--- config.mk ---
export PLATFORM = sky130hd
export DESIGN_NAME = corner_packer
export DESIGN_NICKNAME = d
export VERILOG_FILES = /design/src/rtl/corner_packer_pkg.sv /design/src/rtl/corner_packer_beat_fifo.sv /design/src/rtl/corner_packer.sv
export SDC_FILE = /design/constraint.sdc
export NUM_CORES = 2
export LEC_CHECK = 0
export ABC_AREA = 0
export BUFFER_PORTS_ARGS = -buffer_cell sky130_fd_sc_hd__clkbuf_2
export CAP_MARGIN = 20
export CORE_MARGIN = 4
export CORE_UTILIZATION = 45
export DETAILED_ROUTE_END_ITERATION = 16
export GPL_TIMING_DRIVEN = 0
export PLACE_DENSITY = 0.66
export SLEW_MARGIN = 40
export SYNTH_ARGS = -nofsm -noshare
export SYNTH_HDL_FRONTEND = slang
export SYNTH_SLANG_ARGS = --single-unit
--- constraint.sdc ---
create_clock -name c -period 33.2 [get_ports c]
set_clock_uncertainty 0.2 [all_clocks]
set_input_delay 0 -clock c [delete_from_list [all_inputs] [get_ports c]]
set_output_delay 0 -clock c [all_outputs]
set_load 0.03 [all_outputs]
--- src/rtl/corner_packer_pkg.sv ---
// rtl/corner_packer_pkg.sv - shared field offsets, beat magics and FSM encoding for corner_packer
package corner_packer_pkg;

    localparam int COL_LSB = 18;
    localparam int COL_W   = 11;
    localparam int ROW_LSB = 8;
    localparam int ROW_W   = 10;

    localparam logic [31:0] HDR_MAGIC = 32'hC0C0_0001;
    localparam logic [31:0] TRL_MAGIC = 32'hC0C0_00FF;
    // Reserved bits 30:29 set, so a pad can never be mistaken for a corner
    localparam logic [31:0] PAD_WORD  = 32'hFFFF_FFFF;

    typedef enum logic [2:0] {
        ST_IDLE  = 3'd0,
        ST_HDR   = 3'd1,
        ST_DATA  = 3'd2,
        ST_FLUSH = 3'd3,
        ST_TRL   = 3'd4
    } state_t;

    function automatic logic [15:0] sat_add16(input logic [15:0] a, input logic [2:0] inc);
        logic [16:0] s;
        s = {1'b0, a} + {14'd0, inc};
        return s[16] ? 16'hFFFF : s[15:0];
    endfunction

endpackage

--- src/rtl/corner_packer_beat_fifo.sv ---
// rtl/corner_packer_beat_fifo.sv - show-ahead beat FIFO; a pop frees room for a same-cycle push
module beat_fifo #(
    parameter int W     = 128,
    parameter int DEPTH = 16
) (
    input  logic         clk,
    input  logic         rst,
    input  logic         push,
    input  logic         pop,
    input  logic [W-1:0] wdata,
    output logic [W-1:0] rdata,
    output logic         full,
    output logic         empty
);
    localparam int AW = $clog2(DEPTH);

    logic [W-1:0] mem [DEPTH];
    logic [AW:0]  wptr_q;
    logic [AW:0]  rptr_q;
    logic         do_push;
    logic         do_pop;

    assign empty   = (wptr_q == rptr_q);
    assign full    = (wptr_q[AW] != rptr_q[AW]) && (wptr_q[AW-1:0] == rptr_q[AW-1:0]);
    assign do_pop  = pop && !empty;
    assign do_push = push && (!full || do_pop);
    assign rdata   = empty ? '0 : mem[rptr_q[AW-1:0]];

    always_ff @(posedge clk or posedge rst) begin
        if (rst) begin
            wptr_q <= '0;
            rptr_q <= '0;
        end else begin
            if (do_push) wptr_q <= wptr_q + 1'b1;
            if (do_pop)  rptr_q <= rptr_q + 1'b1;
        end
    end

    always_ff @(posedge clk) begin
        if (do_push) mem[wptr_q[AW-1:0]] <= wdata;
    end

endmodule

--- src/rtl/corner_packer.sv ---
// rtl/corner_packer.sv - validates corner words, packs four per beat, frames them with header/trailer
module corner_packer
    import corner_packer_pkg::*;
#(
    parameter logic CAM_ADDR    = 1'b0,
    parameter int   COLS        = 1280,
    parameter int   ROWS        = 1024,
    parameter int   FLUSH_DELAY = 32,
    parameter int   FIFO_DEPTH  = 16
) (
    input  logic         c,
    input  logic         rst,
    input  logic         en,
    input  logic         fv,
    input  logic [31:0]  d,
    input  logic         dv,
    input  logic         rd,
    output logic [127:0] q,
    output logic         qv,
    output logic [15:0]  frame_num,
    output logic [15:0]  corner_cnt,
    output logic [15:0]  drop_cnt,
    output logic         overflow
);
    localparam int IDLE_W = $clog2(FLUSH_DELAY + 1);
    localparam logic [IDLE_W-1:0] IDLE_MAX = IDLE_W'(FLUSH_DELAY);

    state_t            state_q;
    logic              fv_q, pend_q, overflow_q;
    logic [15:0]       frame_q, corner_q, drop_q;
    logic [1:0]        acc_cnt_q;
    logic [31:0]       acc_q [4];
    logic [IDLE_W-1:0] idle_q;

    logic              push, can_push, fifo_full, fifo_empty, fv_rise, word_ok, beat_lost;
    logic [127:0]      push_data;

    assign fv_rise  = fv && !fv_q;
    assign can_push = !fifo_full || rd;
    assign word_ok  = (d[30:29] == 2'b00) && (d[31] == CAM_ADDR)
                   && ({21'd0, d[COL_LSB +: COL_W]} < 32'(COLS))
                   && ({22'd0, d[ROW_LSB +: ROW_W]} < 32'(ROWS));
    assign beat_lost = (state_q == ST_DATA) && dv && word_ok && (acc_cnt_q == 2'd3) && !can_push;

    always_comb begin
        push      = 1'b0;
        push_data = '0;
        case (state_q)
            ST_HDR: begin
                push      = 1'b1;
                push_data = {32'd0, {31'd0, CAM_ADDR}, {16'd0, frame_q}, HDR_MAGIC};
            end
            ST_DATA: if (dv && word_ok && acc_cnt_q == 2'd3) begin
                push      = 1'b1;
                push_data = {d, acc_q[2], acc_q[1], acc_q[0]};
            end
            ST_FLUSH: if (acc_cnt_q != 2'd0) begin
                push      = 1'b1;
                push_data = {PAD_WORD,
                             (acc_cnt_q == 2'd3) ? acc_q[2] : PAD_WORD,
                             (acc_cnt_q >= 2'd2) ? acc_q[1] : PAD_WORD,
                             acc_q[0]};
            end
            ST_TRL: begin
                push      = 1'b1;
                push_data = {16'd0, drop_q, 16'd0, corner_q, 16'd0, frame_q, TRL_MAGIC};
            end
            default: ;
        endcase
    end

    // fv_q resets high so a frame already in progress at reset release is skipped
    always_ff @(posedge c or posedge rst) begin
        if (rst) begin
            state_q    <= ST_IDLE;
            fv_q       <= 1'b1;
            pend_q     <= 1'b0;
            overflow_q <= 1'b0;
            frame_q    <= '0;
            corner_q   <= '0;
            drop_q     <= '0;
            acc_cnt_q  <= '0;
            idle_q     <= '0;
            for (int i = 0; i < 4; i++) acc_q[i] <= '0;
        end else begin
            fv_q <= fv;
            case (state_q)
                ST_IDLE: if (fv_rise && en) begin
                    state_q   <= ST_HDR;
                    frame_q   <= frame_q + 16'd1;
                    corner_q  <= '0;
                    drop_q    <= '0;
                    acc_cnt_q <= '0;
                end
                ST_HDR: begin
                    if (dv) drop_q <= sat_add16(drop_q, 3'd1);
                    if (can_push) begin
                        state_q <= ST_DATA;
                        idle_q  <= '0;
                    end
                end
                ST_DATA: begin
                    if (dv && word_ok) begin
                        acc_q[acc_cnt_q] <= d;
                        acc_cnt_q        <= acc_cnt_q + 2'd1;
                        corner_q         <= sat_add16(corner_q, 3'd1);
                        if (beat_lost) begin
                            overflow_q <= 1'b1;
                            drop_q     <= sat_add16(drop_q, 3'd4);
                        end
                    end else if (dv) begin
                        drop_q <= sat_add16(drop_q, 3'd1);
                    end
                    if (dv || fv)              idle_q <= '0;
                    else if (idle_q != IDLE_MAX) idle_q <= idle_q + 1'b1;
                    if (fv_rise) begin
                        pend_q  <= 1'b1;
                        state_q <= ST_FLUSH;
                    end else if (!fv && idle_q == IDLE_MAX) begin
                        state_q <= ST_FLUSH;
                    end
                end
                ST_FLUSH: begin
                    if (dv)      drop_q <= sat_add16(drop_q, 3'd1);
                    if (fv_rise) pend_q <= 1'b1;
                    if (acc_cnt_q == 2'd0) begin
                        state_q <= ST_TRL;
                    end else if (can_push) begin
                        acc_cnt_q <= '0;
                        state_q   <= ST_TRL;
                    end
                end
                ST_TRL: begin
                    if (dv)      drop_q <= sat_add16(drop_q, 3'd1);
                    if (fv_rise) pend_q <= 1'b1;
                    if (can_push) begin
                        pend_q <= 1'b0;
                        if ((pend_q || fv_rise) && en) begin
                            state_q   <= ST_HDR;
                            frame_q   <= frame_q + 16'd1;
                            corner_q  <= '0;
                            drop_q    <= '0;
                            acc_cnt_q <= '0;
                        end else begin
                            state_q <= ST_IDLE;
                        end
                    end
                end
                default: state_q <= ST_IDLE;
            endcase
        end
    end

    beat_fifo #(.W(128), .DEPTH(FIFO_DEPTH)) u_fifo (
        .clk   (c),
        .rst   (rst),
        .push  (push && can_push),
        .pop   (rd),
        .wdata (push_data),
        .rdata (q),
        .full  (fifo_full),
        .empty (fifo_empty)
    );

    assign qv         = !fifo_empty;
    assign frame_num  = frame_q;
    assign corner_cnt = corner_q;
    assign drop_cnt   = drop_q;
    assign overflow   = overflow_q;

endmodule

==> flow_summary.toml <==
[global_route]
grt_max_degree = 68
grt_busiest_layer = "met2"
grtUsageMet3 = 0.0428
grt_pass1_vias = 45700
grt_util_all_layers = 0.242
grt_pass1_wl_um = 342000
antenna_found_initial = 20
grt_overflow = 0
met2_usage = 0.394
met1_usage = 0.317

[clocking]
ctsResizeCount = 0
clk_pin_slew_ps = 70
htree_levels = 4
clockBufferDepth = 3
cts_sinks = 2216
root_buffer = "clkbuf_16"
cts_tree = "yes"
clk-insertion-delay-late_ps = 870
cts_buffers = 206

[hold_path]
hold_depth = 4
hold_path.startpoint = "rd"
hp-class = "in -> reg"
whs_endpoint = "u_fifo.rptr_q[2]$_DFFE_PP0P_"

[sta]
min_period_over_period = 0.155
setup_viol = 0
slew_violations = 0
period_needed_ps = 5130
worstMarginPinSlew_ps = 907
relSlewSlack = 0.395
setup_tns_ps = 0
hold_violations = 0
max_freq_mhz = 195
rsz0062_at_grt = "false"

[synth]
synthCells = 3993
synth.avg_cell_area_um2 = 21.8
yosysTopAreaCellShare = 0.706
synth_ff_type = "edfxtp_1"
synth_seq_cells = 2216
syn_area_mm2 = 0.0871
synthArstFlopShare = 0.0758
yosysWarnings = 0
yosys-top-cells-area = "edfxtp_1 71%, mux4_2 17%, dfrtp_1 4.8%"
syn-num-nets = 4048
yosys.area.top_type = "edfxtp_1"
ys_seq_area_frac = 0.754
ys_types = 71
synth-edff-count = 2048

[floorplanning]
core_area_mm2 = 0.193
start_util = 0.452
die_area_mm2 = 0.201
ios = 216
placementRows = 161
die_h_um = 448
dieWidth_um = 448

[status]
status = "finished, final reports clean"

[critical_path]
timing.rr.end = "u_fifo.mem[2][86]$_DFFE_PP_"
cp_top_family = "buffers and inverters"
cp_max_fo = 10
critPathKind = "reg -> reg"
end_kind = "flip-flop"
cp.buffers_inverters = 8
reg2regPathDepth = 14
regToRegStartpoint = "acc_cnt_q[0]$_DFFE_PP0P_"
slowest_stage = "nor3_2"
critical_path_required_ps = 33550
path_cells = "inv_1 -> ha_1 -> nor4bb_1 -> clkbuf_2 -> a31oi_4 -> a22oi_2 -> nand2_1 -> nor3_2 -> buf_2 -> buf_2 -> buf_2 -> buf_4 -> buf_4 -> buf_4"
r2r_slack_ps = 28070
max_stage_delay_ps = 580
start_kind = "flip-flop"
arrival_ps = 5480

[detailed_routing]
drc = 0
drtIter0Drc = 5640
dr.pass1.iters = 7
wl_per_cell_um = 32.4
finalWirelength_um = 242000
avgViaCountPerCell = 6.08
ant_nets = 0
vias = 45300

[layout]
layout.nets = 4790
area_growth_pct = 18.5
drive_above_1_share = 0.353
n_fill_cell = 14600
utilization = 0.536

[pwr]
power.density_mw_per_mm2 = 87.0
irDropWorstVdd_uv = 69.3
p_leak_nw = 35.6

[flow_run]
maxCapViolCount = 0

[placed_design]
detailed_place_hpwl_um = 164000
io_buffers = 215
gp_congestion = 0.899
## flip-flops by register name, summed over array words and instances, names as in the netlist
signal         cells
u_fifo.mem      2048
overflow           1
u_fifo.wptr_q      5
state_q            3
acc_q             96
pend_q             1
fv_q               1
drop_cnt          16
idle_q             6
acc_cnt_q          2
corner_cnt        16
u_fifo.rptr_q      5
frame_num         16
## worst max path at each step
| stage | from | cells past startpoint | end | slack (ps) |
|---|---|---|---|---|
| after floorplan | acc_cnt_q[0]$_DFFE_PP0P_ | 8 | u_fifo.mem[0][0]$_DFFE_PP_ | 21810 |
| after global placement | dv | 6 | u_fifo.mem[0][85]$_DFFE_PP_ | 8950 |
| after detailed placement | acc_cnt_q[0]$_DFFE_PP0P_ | 14 | u_fifo.mem[2][84]$_DFFE_PP_ | 28200 |
| after CTS | acc_cnt_q[0]$_DFFE_PP0P_ | 14 | u_fifo.mem[2][85]$_DFFE_PP_ | 28150 |
| after global routing | acc_cnt_q[0]$_DFFE_PP0P_ | 14 | u_fifo.mem[2][86]$_DFFE_PP_ | 27860 |
| final | acc_cnt_q[0]$_DFFE_PP0P_ | 14 | u_fifo.mem[2][86]$_DFFE_PP_ | 28070 |
## tightest hold or removal path: stages
cell and delay (ps):
dlygate4sd3_1 650, clkbuf_2 200, and3_1 200, xor2_1 70
## layout make-up
type                            count  area [um^2]  area share
Sequential cell                  2216        65700       0.637
Multi-Input combinational cell   1531        20600       0.200
Clock buffer                      282         5810      0.0563
Timing Repair Buffer              534         5760      0.0558
Tap cell                         2526         3160      0.0306
Buffer                            226         1050      0.0102
Clock inverter                     95          953     0.00924
Inverter                           20         82.6    0.000800
Antenna cell                       23         57.6    0.000558
## cells in the mapped netlist, types with 6 or more instances
master / number
nor2_1: 84
buf_2: 82
nor4_1: 8
o21a_1: 18
a32o_1: 6
dfrtp_1: 167
clkbuf_1: 119
o21ai_0: 63
mux2_2: 86
nor3_1: 19
edfxtp_1: 2048
ha_1: 17
a21o_1: 20
inv_1: 20
mux4_2: 640
a221o_1: 27
and4_1: 9
a21oi_1: 29
nand2_1: 131
a22o_1: 12
o22ai_1: 6
nand4_1: 17
and3_1: 8
buf_1: 20
xnor2_1: 27
nor2b_1: 24
nand3_1: 29
mux2_1: 6
and2_1: 140
a31oi_1: 8
nand2b_1: 6
xor2_1: 19
## metal layers
metal	part of all wire	routed length [um]
met5	0.000095	23
met4	0.051	12300
met3	0.077	18500
met2	0.50	120000
met1	0.37	90600
## metrics by stage
step,setup slack [ps],instance area [um^2],std cells,hold slack [ps],power [mW]
2_1_floorplan,21810,87100,3993,-196,5.49
3_3_place_gp,8950,91300,6734,-49.6,6.62
3_5_place_dp,28200,95800,7006,-123,6.68
4_1_cts,28150,103000,7428,18.6,9.04
5_1_grt,27860,103000,7434,60.2,9.30
6_report,28070,103000,7453,90.9,8.97
## cell families (layout without fill, tap and decap cells)
kind of cell,Yosys count,count (layout),synth area share
xor+xnor,46,46,0.00463
simple gates,506,506,0.0305
mux,735,735,0.178
fa+ha+maj,17,17,0.00244
compound gates,227,227,0.0181
buf+inv,246,1157,0.0121
other cells,0,23,0
flops,2216,2216,0.754
## report_power, final
part	leakage (nW)	switching [mW]	internal (mW)	total (mW)
logic	10.5	1.92	1.24	3.16
registers	21.8	0.0724	3.36	3.44
clock network	3.28	1.02	1.36	2.38
total	35.6	3.01	5.97	8.97
## cell usage in the layout (no fill, tap or decap), drive strengths merged, types with 5 or more instances in the layout
cell type,Yosys,final
edfxtp,2048,2048
mux4,640,640
clkbuf,120,617
buf,106,380
dfrtp,167,167
and2,140,140
nand2,132,132
mux2,92,92
nor2,84,84
o21ai,67,67
clkinv,0,61
dlygate4sd3,0,45
a21oi,30,30
nand3,29,29
xnor2,27,27
a221o,27,27
nor2b,24,24
inv,20,24
diode,0,23
a21o,20,20
nor3,20,20
xor2,19,19
o21a,18,18
bufinv,0,18
nand4,17,17
ha,17,17
a22o,12,12
clkinvlp,0,12
and4,9,9
a31oi,9,9
and3,8,8
nor4,8,8
nand2b,6,6
a32o,6,6
o22ai,6,6
or2,6,6
or3,5,5
o31ai,5,5
a211oi,5,5
## repair_timing
action                    4_1_cts  5_1_grt
hold buffers                   45        0
hold endpoints to repair      542        0
buffers inserted                0        0
(Power assumes the default switching activity.)
